$ cat config.mk
export PLATFORM = sky130hd
export DESIGN_NAME = jump_input_conditioner
export DESIGN_NICKNAME = d
export VERILOG_FILES = /design/src/rtl/jump_input_conditioner.sv
export SDC_FILE = /design/constraint.sdc
export NUM_CORES = 1
export LEC_CHECK = 0
export BUFFER_PORTS_ARGS = -buffer_cell sky130_fd_sc_hd__clkbuf_2
export CAP_MARGIN = 20
export CORE_UTILIZATION = 45
export CTS_CLUSTER_DIAMETER = 30
export CTS_CLUSTER_SIZE = 28
export DETAILED_ROUTE_END_ITERATION = 8
export PLACE_DENSITY_LB_ADDON = 0.1
export SLEW_MARGIN = 30
export SYNTH_ARGS = -nofsm -noshare
export SYNTH_HDL_FRONTEND = slang
export SYNTH_SLANG_ARGS = --single-unit
$ cat constraint.sdc
create_clock -name clock -period 1.85 [get_ports clock]
set_input_delay 0.0925 -clock clock [delete_from_list [all_inputs] [get_ports clock]]
set_output_delay 0.0925 -clock clock [all_outputs]
set_load 0.01 [all_outputs]
$ cat src/rtl/jump_input_conditioner.sv
// Conditions the raw jump/duck buttons: two-flop synchronizer, debounce, and a
// frame-aligned one-shot jump request held high for exactly one screen_end frame.
module jump_input_conditioner #(
   parameter int DEBOUNCE_CYCLES = 1000000,
   parameter int CTR_WIDTH       = 20
) (
   input  logic       clock,
   input  logic       reset,
   input  logic       up,
   input  logic       down,
   input  logic       screen_end,
   output logic       io_jump,
   output logic       io_duck,
   output logic [7:0] jump_count
);
   localparam logic [CTR_WIDTH-1:0] CTR_LAST = CTR_WIDTH'(DEBOUNCE_CYCLES - 1);

   typedef enum logic [1:0] {IDLE, ARMED, ACTIVE} state_t;

   logic [1:0] w_raw;
   logic [1:0] w_stable;
   logic       w_up_synced;
   logic       w_up_rise;

   assign w_raw = {down, up};

   // Index 0 is the jump button, index 1 the duck button.
   for (genvar gi = 0; gi < 2; gi++) begin : g_btn
      logic                 r_s1;
      logic                 r_s;
      logic                 r_stable;
      logic [CTR_WIDTH-1:0] r_ctr;

      always_ff @(posedge clock or posedge reset) begin
         if (reset) begin
            r_s1     <= 1'b0;
            r_s      <= 1'b0;
            r_stable <= 1'b0;
            r_ctr    <= '0;
         end else begin
            r_s1 <= w_raw[gi];
            r_s  <= r_s1;
            if (r_s == r_stable) begin
               r_ctr <= '0;
            end else if (r_ctr == CTR_LAST) begin
               r_stable <= r_s;
               r_ctr    <= '0;
            end else begin
               r_ctr <= r_ctr + 1'b1;
            end
         end
      end

      assign w_stable[gi] = r_stable;
   end

   assign w_up_synced = g_btn[0].r_s;

   logic       r_up_d;
   logic [1:0] r_sync_fill;
   logic       r_up_released;

   // A rise only counts once the button has been seen released since reset,
   // so a button still held across reset cannot fire a jump.
   always_ff @(posedge clock or posedge reset) begin
      if (reset) begin
         r_up_d        <= 1'b0;
         r_sync_fill   <= 2'b00;
         r_up_released <= 1'b0;
      end else begin
         r_up_d      <= w_stable[0];
         r_sync_fill <= {r_sync_fill[0], 1'b1};
         if (r_sync_fill[1] && !w_up_synced && !w_stable[0]) begin
            r_up_released <= 1'b1;
         end
      end
   end

   assign w_up_rise = w_stable[0] & ~r_up_d & r_up_released;

   state_t     r_state;
   logic       r_jump;
   logic       r_duck;
   logic [7:0] r_count;

   always_ff @(posedge clock or posedge reset) begin
      if (reset) begin
         r_state <= IDLE;
         r_jump  <= 1'b0;
         r_duck  <= 1'b0;
         r_count <= 8'd0;
      end else begin
         case (r_state)
            IDLE: begin
               r_jump <= 1'b0;
               r_duck <= w_stable[1];
               if (w_up_rise) r_state <= ARMED;
            end
            ARMED: begin
               if (screen_end) begin
                  r_state <= ACTIVE;
                  r_jump  <= 1'b1;
                  r_duck  <= 1'b0;
                  r_count <= r_count + 8'd1;
               end else begin
                  r_jump <= 1'b0;
                  r_duck <= w_stable[1];
               end
            end
            ACTIVE: begin
               if (screen_end) begin
                  r_state <= IDLE;
                  r_jump  <= 1'b0;
                  r_duck  <= w_stable[1];
               end else begin
                  r_jump <= 1'b1;
                  r_duck <= 1'b0;
               end
            end
            default: begin
               r_state <= IDLE;
               r_jump  <= 1'b0;
               r_duck  <= 1'b0;
            end
         endcase
      end
   end

   assign io_jump    = r_jump;
   assign io_duck    = r_duck;
   assign jump_count = r_count;
endmodule

* Yosys cells after proc, flatten, opt, wreduce, memory -nomap -nowiden
Index checks and enable logic that the tools add are counted. Widths: inputs -> output; s select.
Storage, ports and cells: register bits 62, latch bits 0, RAM bits 0, memory bits (read-only) 0, input bits 5, output and inout port bits 10, word-level logic and storage cells 55, memories 0
Operators by class: $add $sub $neg 3, multipliers 0, div/mod/pow operators 0, order comparisons 0, equality and inequality tests 9, shift-type cells 0, muxes and demuxes 14, bitwise gates (word level) 5, reduce and logical (&&, ||, !) cells 9
Operator list (number):
- $mux 20 | 4
- $add 20x1->20 const B | 2
- $eq 20x20->1 const B | 2
- $add 8x1->8 const B | 1
- $mux 2 | 3
- $ne 2x2->1 const B | 3
- $pmux 2 s3 | 1
- $reduce_and 2->1 | 3
- $mux 1 | 4
- $not 1->1 | 3
- $pmux 1 s3 | 1
- $reduce_and 3->1 | 1
- $and 1x1->1 | 2
- $eq 1x1->1 | 2
- $eq 2x1->1 const B | 1
- $eq 2x2->1 const B | 1
- $logic_and 1x1->1 | 2
- $logic_not 1->1 | 2
- $logic_not 2->1 | 1
- $pmux 1 s2 | 1

* Depth between registers and ports, before layout
word-level depth 5, depth in mapped cells 6, depth with buffers taken out 5

* Worst setup path before layout
OpenSTA, ideal clock, no wires.
path kind register -> register, start reg g_btn[1].r_ctr[6], end reg g_btn[1].r_ctr[11], setup time 119 ps, arrival 1865 ps, data required time 1731 ps, setup slack -134 ps, stages on the path, launching flop included 6, path buffers 1, period minus slack after synthesis 1984 ps, cells stage by stage dfrtp_1 -> or4b_1 -> or4_4 -> o21ai_4 -> buf_6 -> nor2_1
On the way: word-level cells in the longest chain between the ends 3, elaborated cells between the ends (all ways) 4, those cells by class 1 x add/sub; 1 x eq/ne; 2 x mux
RTL lines:
- from (decl) | line 32 | logic [CTR_WIDTH-1:0] r_ctr;
- from (signal assigned) | line 49 | r_ctr <= r_ctr + 1'b1;
- $add 20x1->20 or $eq 20x20->1 (tied branches) | line 49, 45
- $mux 20 (*) | line 45 | end else if (r_ctr == CTR_LAST) begin
- $mux 20 (*) | line 43 | if (r_s == r_stable) begin
Every way passes the cells marked *; elsewhere a longest branch is shown, timed or not. A chain may end at the register's enable or synchronous reset.

* Worst setup path after layout
start reg g_btn[1].r_ctr[12], end reg g_btn[1].r_stable
On the way: word-level cells in the longest chain between the ends 2
RTL lines:
- $eq 20x20->1 | line 45
- $reduce_and 2->1 (no line)
- to (signal assigned) | line 46 | r_stable <= r_s;
- to (decl) | line 31 | logic r_stable;
No other way between the ends.

==> metrics.md <==
| Metric | Value |
|---|---|
| Overall Global Routing Usage | 18.1% |
| Vert. Die Dim | 81.2 µm |
| Total area of multi-input combinational cells | 1230 µm² |
| Max Cap Violations | 0 |
| Clk sink count | 62 |
| Row Count | 28 |
| Hold Fails Final Rpt | 0 |
| Placed Area | 3200 µm² |
| Commonest non-fill, non-tap cells in the layout | dfrtp_1 (62), nor2_1 (35), buf_4 (29) |
| R2r worst-path depth | 4 |
| CP max stage delay | 570 ps |
| Post-layout minimum cycle time | 1970 ps |
| Setup Viol. Count Final | 20 |
| Core area | 5990 µm² |
| DR vias | 2040 |
| Initial core utilization | 47.2% |
| Placed cells | 388 |
| Clock buffer count from CTS | 9 |
| Netlist cell types | 38 |
| Pin count of the biggest net entering global routing | 24 |
| Register area share after synthesis | 54.9% |
| Hpwl dp | 3520 µm |
| Tcrit/Tclk final | 107% |
| Final layout net count | 335 |
| Chip Width | 81.2 µm |
| Syn_nets | 283 |
| Register-to-Register Setup Slack | -120 ps |
| Seq. cell area | 1550 µm² |
| Hold WC Path Type | input pin to flip-flop |
| Layout cell share with drive strength beyond 1 | 23.2% |
| I/O pin count | 15 |
| Flops & latches, synth | 62 |
| Leak | 1.54 nW |
| Final ANT Viol Nets | 0 |
| Slew Limit Fails | 0 |
| Crit path kind | flip-flop to flip-flop |
| Fillers | 524 |
| Violated checks | setup timing |
| Critical Path End Type | flip-flop |
| Die area | 6600 µm² |
| Vias in the first global route | 1999 |
| Mapped Cells | 275 |
| Outcome | complete, but fails checks |
| RePlAce Congestion | 0.793 |
| Syn Area/Cell | 10.3 µm² |
| Synth-to-Final Area Change | 22.5% |
| RR Startpoint | g_btn[1].r_ctr[12] |
| Critical Path Source | g_btn[1].r_ctr[12] |
| Clk Latency, worst-skew pair | 330 ps |
| IO buf count | 14 |
| RSZ-0062 raised after global routing | true |
| Gr ovfl total | 0 |
| Dpl ws | -158 ps |
| Critical Path RT | 2070 ps |
| Starting DRC count in detailed routing | 109 |
| Per-cell routed wire length | 12.4 µm |
| Final WL | 5030 µm |
| Yosys warning count | 0 |
| Length of the first detailed-routing pass in iterations | 4 |
| Initial antenna violation count | 0 |
| Reg2reg end | g_btn[1].r_stable |
| CP endpoint | g_btn[1].r_stable |
| Crit-path slowest cell | or4_4 |
| Crit Path Max Fanout | 2 |
| Ant diodes | 0 |
| Vias/cell | 5.01 |
| WP data arrival | 2190 ps |
| Mapped Area | 2830 µm² |
| Commonest non-fill, non-tap cell in the layout | dfrtp_1 |
| Max VDD drop | 0.510 mV |
| Clock Skew | 8.61 ps |
| Worst-path clk slew | 70 ps |
| Post-Layout Cell Count | 407 |
| First-pass GRT wire length | 8950 µm |
| CTS root buf | clkbuf_8 |
| H-tree Lvls | 3 |
| Post-route cell area | 3460 µm² |
| CP startpoint kind | flip-flop |
| DRC viols | 0 |
| Critical path cell sequence | or4_1, or4_4, nor2_4, mux2_4 |
| Clk buf depth | 2 |
| Final setup margin | -124 ps |
| Hold WS | 108 ps |
| Total power draw | 2.67 mW |
| Max Fclk | 507 MHz |
| CTS tree | done |
| Cell Pwr Density | 772 nW/µm² |
how the worst min path moves through the flow:
stage | start | slack [ps] | endpoint | cells past startpoint
4_1_cts | screen_end | 90 | io_duck | 3
2_1_floorplan | up | 120 | g_btn[0].r_s1 | 0
6_report | screen_end | 110 | io_duck | 3
3_3_place_gp | reset | 90 | g_btn[1].r_ctr[18] | 2
5_1_grt | screen_end | 110 | r_state[0] | 4
3_5_place_dp | reset | 90 | g_btn[1].r_ctr[18] | 2
flip-flops by register name, summed over array words and instances (netlist names):
| signal | count |
|---|---|
| g_btn.r_ctr | 40 |
| g_btn.r_s | 2 |
| g_btn.r_s1 | 2 |
| g_btn.r_stable | 2 |
| io_duck | 1 |
| io_jump | 1 |
| jump_count | 8 |
| r_state | 2 |
| r_sync_fill | 2 |
| r_up_d | 1 |
| r_up_released | 1 |
metal layers:
metal  routed length, µm  up-vias  global-route usage [%]
met5                   0        -                       0
met1                2720      946                    25.4
met4                  90        0                    10.2
met3                 134        9                    4.04
met2                2080       25                    25.5
li1                    -     1060                       -
power breakdown:
group	internal [mW]	switching, mW	total, mW
clock network	0.689	0.499	1.19
logic	0.0367	0.0586	0.0953
registers	1.37	0.0137	1.39
total	2.10	0.572	2.67
stage by stage:
step	TNS [ps]	util, %
floorplan	-1490	-
global placement	-969	53.5
detailed placement	-1680	53.5
CTS	-2060	57.6
global route	-3090	57.7
finish	-2240	57.7
worst max-delay path: cells and delay by family (launching register included):
family | cells | cell delay, ps
simple gates | 3 | 1210
mux | 1 | 290
flops | 1 | 370
cells by family after synthesis:
family | after synthesis | share of synthesized area [%]
AND/OR/NAND/NOR | 129 | 23.8
XOR/XNOR | 34 | 10.5
adder cells (fa/ha/maj) | 3 | 1.33
multiplexers | 2 | 0.797
buffers and inverters | 17 | 2.61
flip-flops | 62 | 54.9
other | 1 | 0.133
AO/OA/AOI/OAI | 27 | 5.89
final cells by class:
type	count	area share (%)
Sequential cell	62	44.8
Multi-Input combinational cell	196	35.7
Clock buffer	12	4.48
Clock inverter	4	1.30
Tap cell	75	2.71
Timing Repair Buffer	47	9.76
Inverter	11	1.19
synthesized netlist by cell type:
cell type  count  area, µm²
or3_2          1       7.51
o21ai_0        7       35.0
xor2_1        14        123
inv_1         11       41.3
mux2_2         2       22.5
nor4bb_1       1       10.0
nand2_1       19       71.3
nand3b_1       2       15.0
xnor2_1       20        175
a21oi_1       12       60.1
and3_2         1       7.51
nand2b_1       1       6.26
nor2b_1        1       6.26
or4_4          1       11.3
nor3_1         8       40.0
and3_1         5       31.3
conb_1         1       3.75
nor4_1         7       43.8
nand4_1       11       68.8
nand3_1       18       90.1
dfrtp_1       62       1550
a31o_2         2       17.5
o31ai_1        4       30.0
or4_1          7       52.6
buf_6          1       11.3
nand4bb_1      1       11.3
and3b_1        1       8.76
clkbuf_2       1       5.00
ha_1           3       37.5
buf_2          1       5.00
or4b_1         1       10.0
o21ai_4        1       16.3
clkbuf_1       3       11.3
or3_1          3       18.8
nor2_1        37        139
nand3_2        1       10.0
a21o_1         1       7.51
and2_1         2       12.5
repair_timing:
item | CTS | global route
gates resized for setup | 5 | 2
pin swaps | 1 | 0
setup buffers | 0 | 0
setup endpoints to repair | 20 | 20
hold buffers | 3 | 0
gates cloned | 0 | 0
hold endpoints to repair | 18 | 0
(Power assumes the default switching activity.)
